`src/rtl/seg_pkg.sv`:
```
// Shared definitions for the seven-segment display scheduler.
//   page_t          : scheduler state, doubling as the page code on the page port
//   PAGE_A_IND/_B   : fifth-digit indicator shown while a frequency page is held
//   CLK_PER_MS_DEF  : default sys_clk cycles per millisecond
//   MS_W            : width of millisecond load values / countdown
package seg_pkg;

  typedef enum logic [1:0] {
    NORM   = 2'd0,
    PAGE_A = 2'd1,
    PAGE_B = 2'd2,
    MSG    = 2'd3
  } page_t;

  localparam logic [3:0]  PAGE_A_IND     = 4'd1;
  localparam logic [3:0]  PAGE_B_IND     = 4'd2;
  localparam int unsigned CLK_PER_MS_DEF = 50_000;
  localparam int unsigned MS_W           = 16;

endpackage

```
`src/rtl/seg_ms_timer.sv`:
```
// Millisecond hold timer: a prescaler counting sys_clk cycles per ms plus a
// millisecond down-counter.
//   sys_clk, sys_rst_n : clock, asynchronous active-low reset
//   restart            : clears the prescaler and loads load_ms
//   load_ms            : hold time in ms, sampled on restart
//   done               : one-cycle pulse in the last cycle of the hold, so the
//                        owner's state changes exactly load_ms*CLK_PER_MS
//                        cycles after the restart edge
module seg_ms_timer
  import seg_pkg::*;
#(
  parameter int unsigned CLK_PER_MS = CLK_PER_MS_DEF
) (
  input  logic            sys_clk,
  input  logic            sys_rst_n,
  input  logic            restart,
  input  logic [MS_W-1:0] load_ms,
  output logic            done
);

  localparam int unsigned    PW      = (CLK_PER_MS > 1) ? $clog2(CLK_PER_MS) : 1;
  localparam logic [PW-1:0]  PRE_MAX = PW'(CLK_PER_MS - 1);

  logic [PW-1:0]   pre;
  logic [MS_W-1:0] ms;
  logic            wrap;

  assign wrap = (pre == PRE_MAX);
  // done is not gated by restart: restart is derived from done in the owner.
  assign done = wrap && (ms == MS_W'(1));

  // ms == 0 means idle; the counter parks there after the last decrement.
  always_ff @(posedge sys_clk or negedge sys_rst_n) begin
    if (!sys_rst_n) begin
      pre <= '0;
      ms  <= '0;
    end else if (restart) begin
      pre <= '0;
      ms  <= load_ms;
    end else if (ms != '0) begin
      if (wrap) begin
        pre <= '0;
        ms  <= ms - 1'b1;
      end else begin
        pre <= pre + 1'b1;
      end
    end
  end

endmodule

```
`src/rtl/seg_disp_sched.sv`:
```
// Display scheduler in front of the 5-digit seven-segment scanner. Arbitrates
// between freq-A edits, freq-B edits and a status-message handshake, holding
// each page for a programmed time before returning to the default page.
//   sys_clk, sys_rst_n   : clock, asynchronous active-low reset
//   freq_a, freq_b       : live frequency selects
//   wr_done              : live write-done status
//   evt_a, evt_b         : one-cycle edit pulses
//   msg_req, msg_code    : message request (level) and its code
//   msg_ack              : one-cycle pulse on the edge that enters MSG
//   num1, num2, num3     : registered scanner inputs
//   page, busy           : current page code, busy = page != NORM
module seg_disp_sched
  import seg_pkg::*;
#(
  parameter int unsigned CLK_PER_MS = CLK_PER_MS_DEF,
  parameter int unsigned HOLD_MS    = 2000,
  parameter int unsigned MSG_MS     = 1000
) (
  input  logic       sys_clk,
  input  logic       sys_rst_n,
  input  logic [7:0] freq_a,
  input  logic [7:0] freq_b,
  input  logic [3:0] wr_done,
  input  logic       evt_a,
  input  logic       evt_b,
  input  logic       msg_req,
  input  logic [3:0] msg_code,
  output logic       msg_ack,
  output logic [7:0] num1,
  output logic [7:0] num2,
  output logic [3:0] num3,
  output logic [1:0] page,
  output logic       busy
);

  page_t           state, state_nx;
  logic            pend_a, pend_b, pend_a_nx, pend_b_nx;
  logic            restart, done, ack_nx;
  logic [3:0]      code_q, code_nx;
  logic [7:0]      num1_nx, num2_nx;
  logic [3:0]      num3_nx;
  logic [MS_W-1:0] load_ms;

  seg_ms_timer #(.CLK_PER_MS(CLK_PER_MS)) u_timer (
    .sys_clk   (sys_clk),
    .sys_rst_n (sys_rst_n),
    .restart   (restart),
    .load_ms   (load_ms),
    .done      (done)
  );

  always_comb begin
    state_nx  = state;
    pend_a_nx = pend_a;
    pend_b_nx = pend_b;
    restart   = 1'b0;

    unique case (state)
      NORM: begin
        if (msg_req)    state_nx = MSG;
        else if (evt_a) begin
          state_nx  = PAGE_A;
          pend_b_nx = evt_b;
        end
        else if (evt_b) state_nx = PAGE_B;
      end
      PAGE_A: begin
        if (msg_req) begin
          // Preempted page resumes after the message unless it was expiring.
          state_nx = MSG;
          if (!done || evt_a) pend_a_nx = 1'b1;
          if (evt_b)          pend_b_nx = 1'b1;
        end else if (evt_a) begin
          restart = 1'b1;
          if (evt_b) pend_b_nx = 1'b1;
        end else if (evt_b) begin
          state_nx = PAGE_B;
        end else if (done) begin
          if (pend_b) state_nx = PAGE_B;
          else        state_nx = NORM;
        end
      end
      PAGE_B: begin
        if (msg_req) begin
          state_nx = MSG;
          if (!done || evt_b) pend_b_nx = 1'b1;
          if (evt_a)          pend_a_nx = 1'b1;
        end else if (evt_a) begin
          state_nx = PAGE_A;
          if (evt_b) pend_b_nx = 1'b1;
        end else if (evt_b) begin
          restart = 1'b1;
        end else if (done) begin
          if (pend_a) state_nx = PAGE_A;
          else        state_nx = NORM;
        end
      end
      MSG: begin
        if (evt_a) pend_a_nx = 1'b1;
        if (evt_b) pend_b_nx = 1'b1;
        if (done) begin
          if (msg_req) begin
            restart = 1'b1;
          end
          else if (pend_a_nx) state_nx = PAGE_A;
          else if (pend_b_nx) state_nx = PAGE_B;
          else                state_nx = NORM;
        end
      end
    endcase

    if (state_nx != state && state_nx != NORM) restart = 1'b1;
    if (state_nx == PAGE_A) pend_a_nx = 1'b0;
    if (state_nx == PAGE_B) pend_b_nx = 1'b0;

    ack_nx  = (state_nx == MSG) && restart;
    code_nx = ack_nx ? msg_code : code_q;
    load_ms = (state_nx == MSG) ? MS_W'(MSG_MS) : MS_W'(HOLD_MS);

    // Outputs are registered from the next state so they change with page.
    num1_nx = freq_a;
    num2_nx = freq_b;
    num3_nx = wr_done;
    unique case (state_nx)
      NORM: ;
      PAGE_A: begin
        num2_nx = freq_a;
        num3_nx = PAGE_A_IND;
      end
      PAGE_B: begin
        num1_nx = freq_b;
        num3_nx = PAGE_B_IND;
      end
      MSG: begin
        num1_nx = '0;
        num2_nx = '0;
        num3_nx = code_nx;
      end
    endcase
  end

  always_ff @(posedge sys_clk or negedge sys_rst_n) begin
    if (!sys_rst_n) begin
      state   <= NORM;
      pend_a  <= 1'b0;
      pend_b  <= 1'b0;
      code_q  <= '0;
      msg_ack <= 1'b0;
      busy    <= 1'b0;
      num1    <= '0;
      num2    <= '0;
      num3    <= '0;
    end else begin
      state   <= state_nx;
      pend_a  <= pend_a_nx;
      pend_b  <= pend_b_nx;
      code_q  <= code_nx;
      msg_ack <= ack_nx;
      busy    <= (state_nx != NORM);
      num1    <= num1_nx;
      num2    <= num2_nx;
      num3    <= num3_nx;
    end
  end

  assign page = state;

endmodule

```
`config.mk`:
```
export PLATFORM = sky130hd
export DESIGN_NAME = seg_disp_sched
export DESIGN_NICKNAME = d
export VERILOG_FILES = /design/src/rtl/seg_pkg.sv /design/src/rtl/seg_ms_timer.sv /design/src/rtl/seg_disp_sched.sv
export SDC_FILE = /design/constraint.sdc
export NUM_CORES = 1
export LEC_CHECK = 0
export CORE_MARGIN = 3
export CORE_UTILIZATION = 50
export CTS_CLUSTER_DIAMETER = 150
export DETAILED_ROUTE_END_ITERATION = 10
export GPL_TIMING_DRIVEN = 0
export PLACE_DENSITY = 0.84
export SYNTH_ARGS = -nofsm -noshare
export SYNTH_HDL_FRONTEND = slang
export SYNTH_SLANG_ARGS = --single-unit
export TNS_END_PERCENT = 50
```
`constraint.sdc`:
```
create_clock -name sys_clk -period 3.8 [get_ports sys_clk]
set_input_delay 0.38 -clock sys_clk [delete_from_list [all_inputs] [get_ports sys_clk]]
set_output_delay 0.38 -clock sys_clk [all_outputs]
set_load 0.01 [all_outputs]
```
==> run summary <==
Of all nets on the critical path, the largest fanout is 10. The worst clock skew is 8.35 ps. The detailed router finished its first iteration with 270 violations. Worst path buffer plus inverter count: 2. For this block, the routed nets add up to 8100 µm of wire. Entering global routing, the biggest net connects 38 pins. The horizontal die dimension works out to 87.5 µm. From synthesis to final layout, the design area changed by 25.8%. The routed layout has 2,931 vias. Once detailed placement completed, the half-perimeter wirelength came to 5680 µm. The critical register-to-register path startpoint is u_timer.pre[4].

The power density over cell area works out to 332 mW/mm². In the final layout, flip-flops and latches occupy 0.00155 mm². Setup repair after global routing left no endpoint under its margin.

Synthesis instantiated 58 different standard cells from the library. The tools report the maximum clock frequency as 0.277 GHz. STA classifies the critical path startpoint as a register. The flow ran to the end, and the final reports show no timing, DRC or antenna violations. Tracing the worst setup path back leads to its startpoint at u_timer.pre[4]. The run gives 485 as the instance count after placement with tap cells included. Leaving out fill and tap cells, the most frequent cell in the layout is sky130_fd_sc_hd__dfrtp_1.

For this run, the post-layout net count is 456. The hold-fix buffer count after cts was 0. Data required time at the worst endpoint: 4000 ps. CTS built an H-tree with a depth of 3. The worst setup path is captured at a register. The worst hold-check slack is 144 ps, and the total core area is 0.00639 mm².

The number of global-route vias before repair is 2,852, and the iteration count of the initial detailed-routing pass is 6. The tools report the relative slew slack as 0.418. The minimum clock period works out to 3600 ps. During I/O placement, the number of pins put on the boundary was 53.

The setup violation total in the final timing report was 0; the delay of the slowest cell on the worst path was 580 ps. The DRC violations left is 0. In this run, synthesis inferred 0 flip-flops with an integrated enable. The cell sitting at the root of the clock tree is a sky130_fd_sc_hd__clkbuf_8. The logs give 0 ps for the sum of negative setup slack and 501 for the count of placed standard cells in the final layout, fillers left out. For the placement-stage worst setup slack, the log shows 133 ps. The count of buffers from port buffering was 51.

TritonCTS built the clock tree. The repair_antennas step left the layout with diodes totalling 0. The count of final hold-check violations was 0; the yosys synthesis warning count was 0.

The floorplan has 29 rows. Among cell families on the critical path, the largest total delay comes from simple AND/OR/NAND/NOR gates. The total routing usage reported by global routing was 0.225.

After clock tree synthesis, the clock-pin slew on the worst setup and hold paths is 70 ps. For this run the aggregate overflow at the end of global routing stands at 0. For the pin with the worst max-slew slack, the measured transition is 873 ps. The remaining antenna violation count after routing is 0.

The max capacitance violation total is 0, and the initial antenna violation count is 0. The average size of a mapped cell was 9.33 µm². In the layout the commonest cells are sky130_fd_sc_hd__dfrtp_1, sky130_fd_sc_hd__clkdlybuf4s50_1, sky130_fd_sc_hd__nand2_1.

The die covers 0.00766 mm². The layout has 492 filler cells. In this run, synthesis produced a sequential element count of 62. By startpoint and endpoint, the worst setup path is classified as register to register.

The share of synthesized area occupied by flip-flops and latches is 0.467. From bottom edge to top edge, the die measures 87.5 µm. For the worst setup path, the data arrival time is 3800 ps. The proportion of layout cells with a drive suffix above 1 is 0.0825.

Primary flip-flop cell chosen by synthesis mapping: sky130_fd_sc_hd__dfrtp_1. The critical path goes through or4b_4 -> or4_4 -> o311ai_4 -> a21boi_0 -> a211oi_2 -> clkbuf_1 -> clkbuf_1 -> o21ai_0. Setup slack of the critical path after layout: 196 ps. The fraction of registers with async set/reset was 1.00. The cell area that synthesis handed to floorplanning was 0.00332 mm².

The number of nets handed over by synthesis was 393. Worst hold-check path type: primary input to async pin. The logs give 0.269 mV for the maximum resistive drop on vdd and 9 for the number of buffers created by CTS. The global-route wire length before repair is 13,400 µm, and the per-cell via count in the routed design is 5.85. The cell type of the slowest stage on the worst timing path was sky130_fd_sc_hd__or4b_4. The count of cells resized by post-cts repair was 0. The number of setup buffers added after CTS was 0; the global placement routability congestion was 0.944. At the later pin of the worst-skew pair, clock insertion delay measures 350 ps. The number of max-slew violations in the final report is 0. The run gives 0.520 as the initial cell density of the core. The post-route fraction of the period consumed by the critical path is 0.948, and the average detailed-routed wire length per instance is 16.2 µm. Counting stages on the worst path, the most repeated cell is sky130_fd_sc_hd__clkbuf_1. In the synthesized netlist, the number of instances is 356. The overall power came out at 1390 µW. The buffer depth of the longest clock path is 2, and the area of the multi-input gates is 0.00168 mm².

Clock tree synthesis found a total of 62 sinks. The static power due to leakage came out at 0.00168 µW.
[cells by family after synthesis]
kind of cell / Yosys count / synth area share
AND/OR/NAND/NOR: 142 / 0.225
multiplexers: 8 / 0.0256
flip-flops: 62 / 0.467
adder cells (fa/ha/maj): 8 / 0.0301
buffers and inverters: 26 / 0.0320
AO/OA/AOI/OAI: 95 / 0.180
XOR/XNOR: 15 / 0.0396
[synth_stat cells, drive strengths merged, types with 2 or more instances]
| cell | n | share of area |
|---|---|---|
| a211oi | 2 | 0.0060 |
| a21oi | 28 | 0.042 |
| a31oi | 4 | 0.0094 |
| and2 | 3 | 0.0057 |
| and3 | 6 | 0.011 |
| buf | 2 | 0.0049 |
| clkbuf | 10 | 0.011 |
| dfrtp | 62 | 0.47 |
| ha | 8 | 0.030 |
| inv | 14 | 0.016 |
| mux2 | 4 | 0.014 |
| mux2i | 4 | 0.012 |
| nand2 | 38 | 0.043 |
| nand2b | 3 | 0.0057 |
| nand3 | 9 | 0.014 |
| nand4 | 9 | 0.017 |
| nor2 | 29 | 0.033 |
| nor2b | 2 | 0.0038 |
| nor3 | 8 | 0.014 |
| nor4 | 10 | 0.019 |
| o211ai | 2 | 0.0045 |
| o21ai | 38 | 0.061 |
| o311ai | 2 | 0.011 |
| o31ai | 7 | 0.016 |
| or2 | 2 | 0.0038 |
| or3 | 8 | 0.015 |
| or4 | 7 | 0.017 |
| or4b | 3 | 0.011 |
| xnor2 | 9 | 0.024 |
| xor2 | 6 | 0.016 |
[power by group]
part / switching (µW) / internal (µW) / leakage [µW]
sequential: 1.41 / 664 / 0.000776
clock: 269 / 388 / 0.000110
combinational: 29.8 / 35.7 / 0.000790
[sequential cells by signal, summed over array words and instances (netlist names)]
signal	count
busy	1
code_q	4
msg_ack	1
num1	8
num2	8
num3	4
page	2
pend_a	1
pend_b	1
u_timer.ms	16
u_timer.pre	16
[per-layer routing]
metal  wire [µm]  track usage
met5           0            0
met4         163       0.0865
met3         412       0.0549
met2        3900        0.358
met1        3620        0.297
[stage by stage]
| stage | cell area [µm²] | util |
|---|---|---|
| floorplan | 3320 | - |
| global placement | 3930 | 0.615 |
| detailed placement | 3940 | 0.617 |
| CTS | 4170 | 0.652 |
| global route | 4180 | 0.654 |
| finish | 4180 | 0.654 |
[path summary, 6_finish.rpt]
path	slack [ps]	cells past startpoint	endpoint
max	200	8	num1[1]
max reg2reg	200	8	num1[1]
min in group sys_clk	510	1	code_q[2]
min	140	1	num1[6]
min reg2reg	510	1	code_q[2]
max in group asynchronous	3010	2	u_timer.pre[0]
[final cells by class]
cell class              count  share of cell area
multi-input cells         268               0.401
flip-flops and latches     62               0.371
repair buffers             52               0.126
clock buffers              11              0.0338
well taps                  77              0.0231
clock inverters             5              0.0195
plain buffers              12              0.0129
inverters                  14              0.0126
No activity file was read; power rests on OpenSTA's default activity.
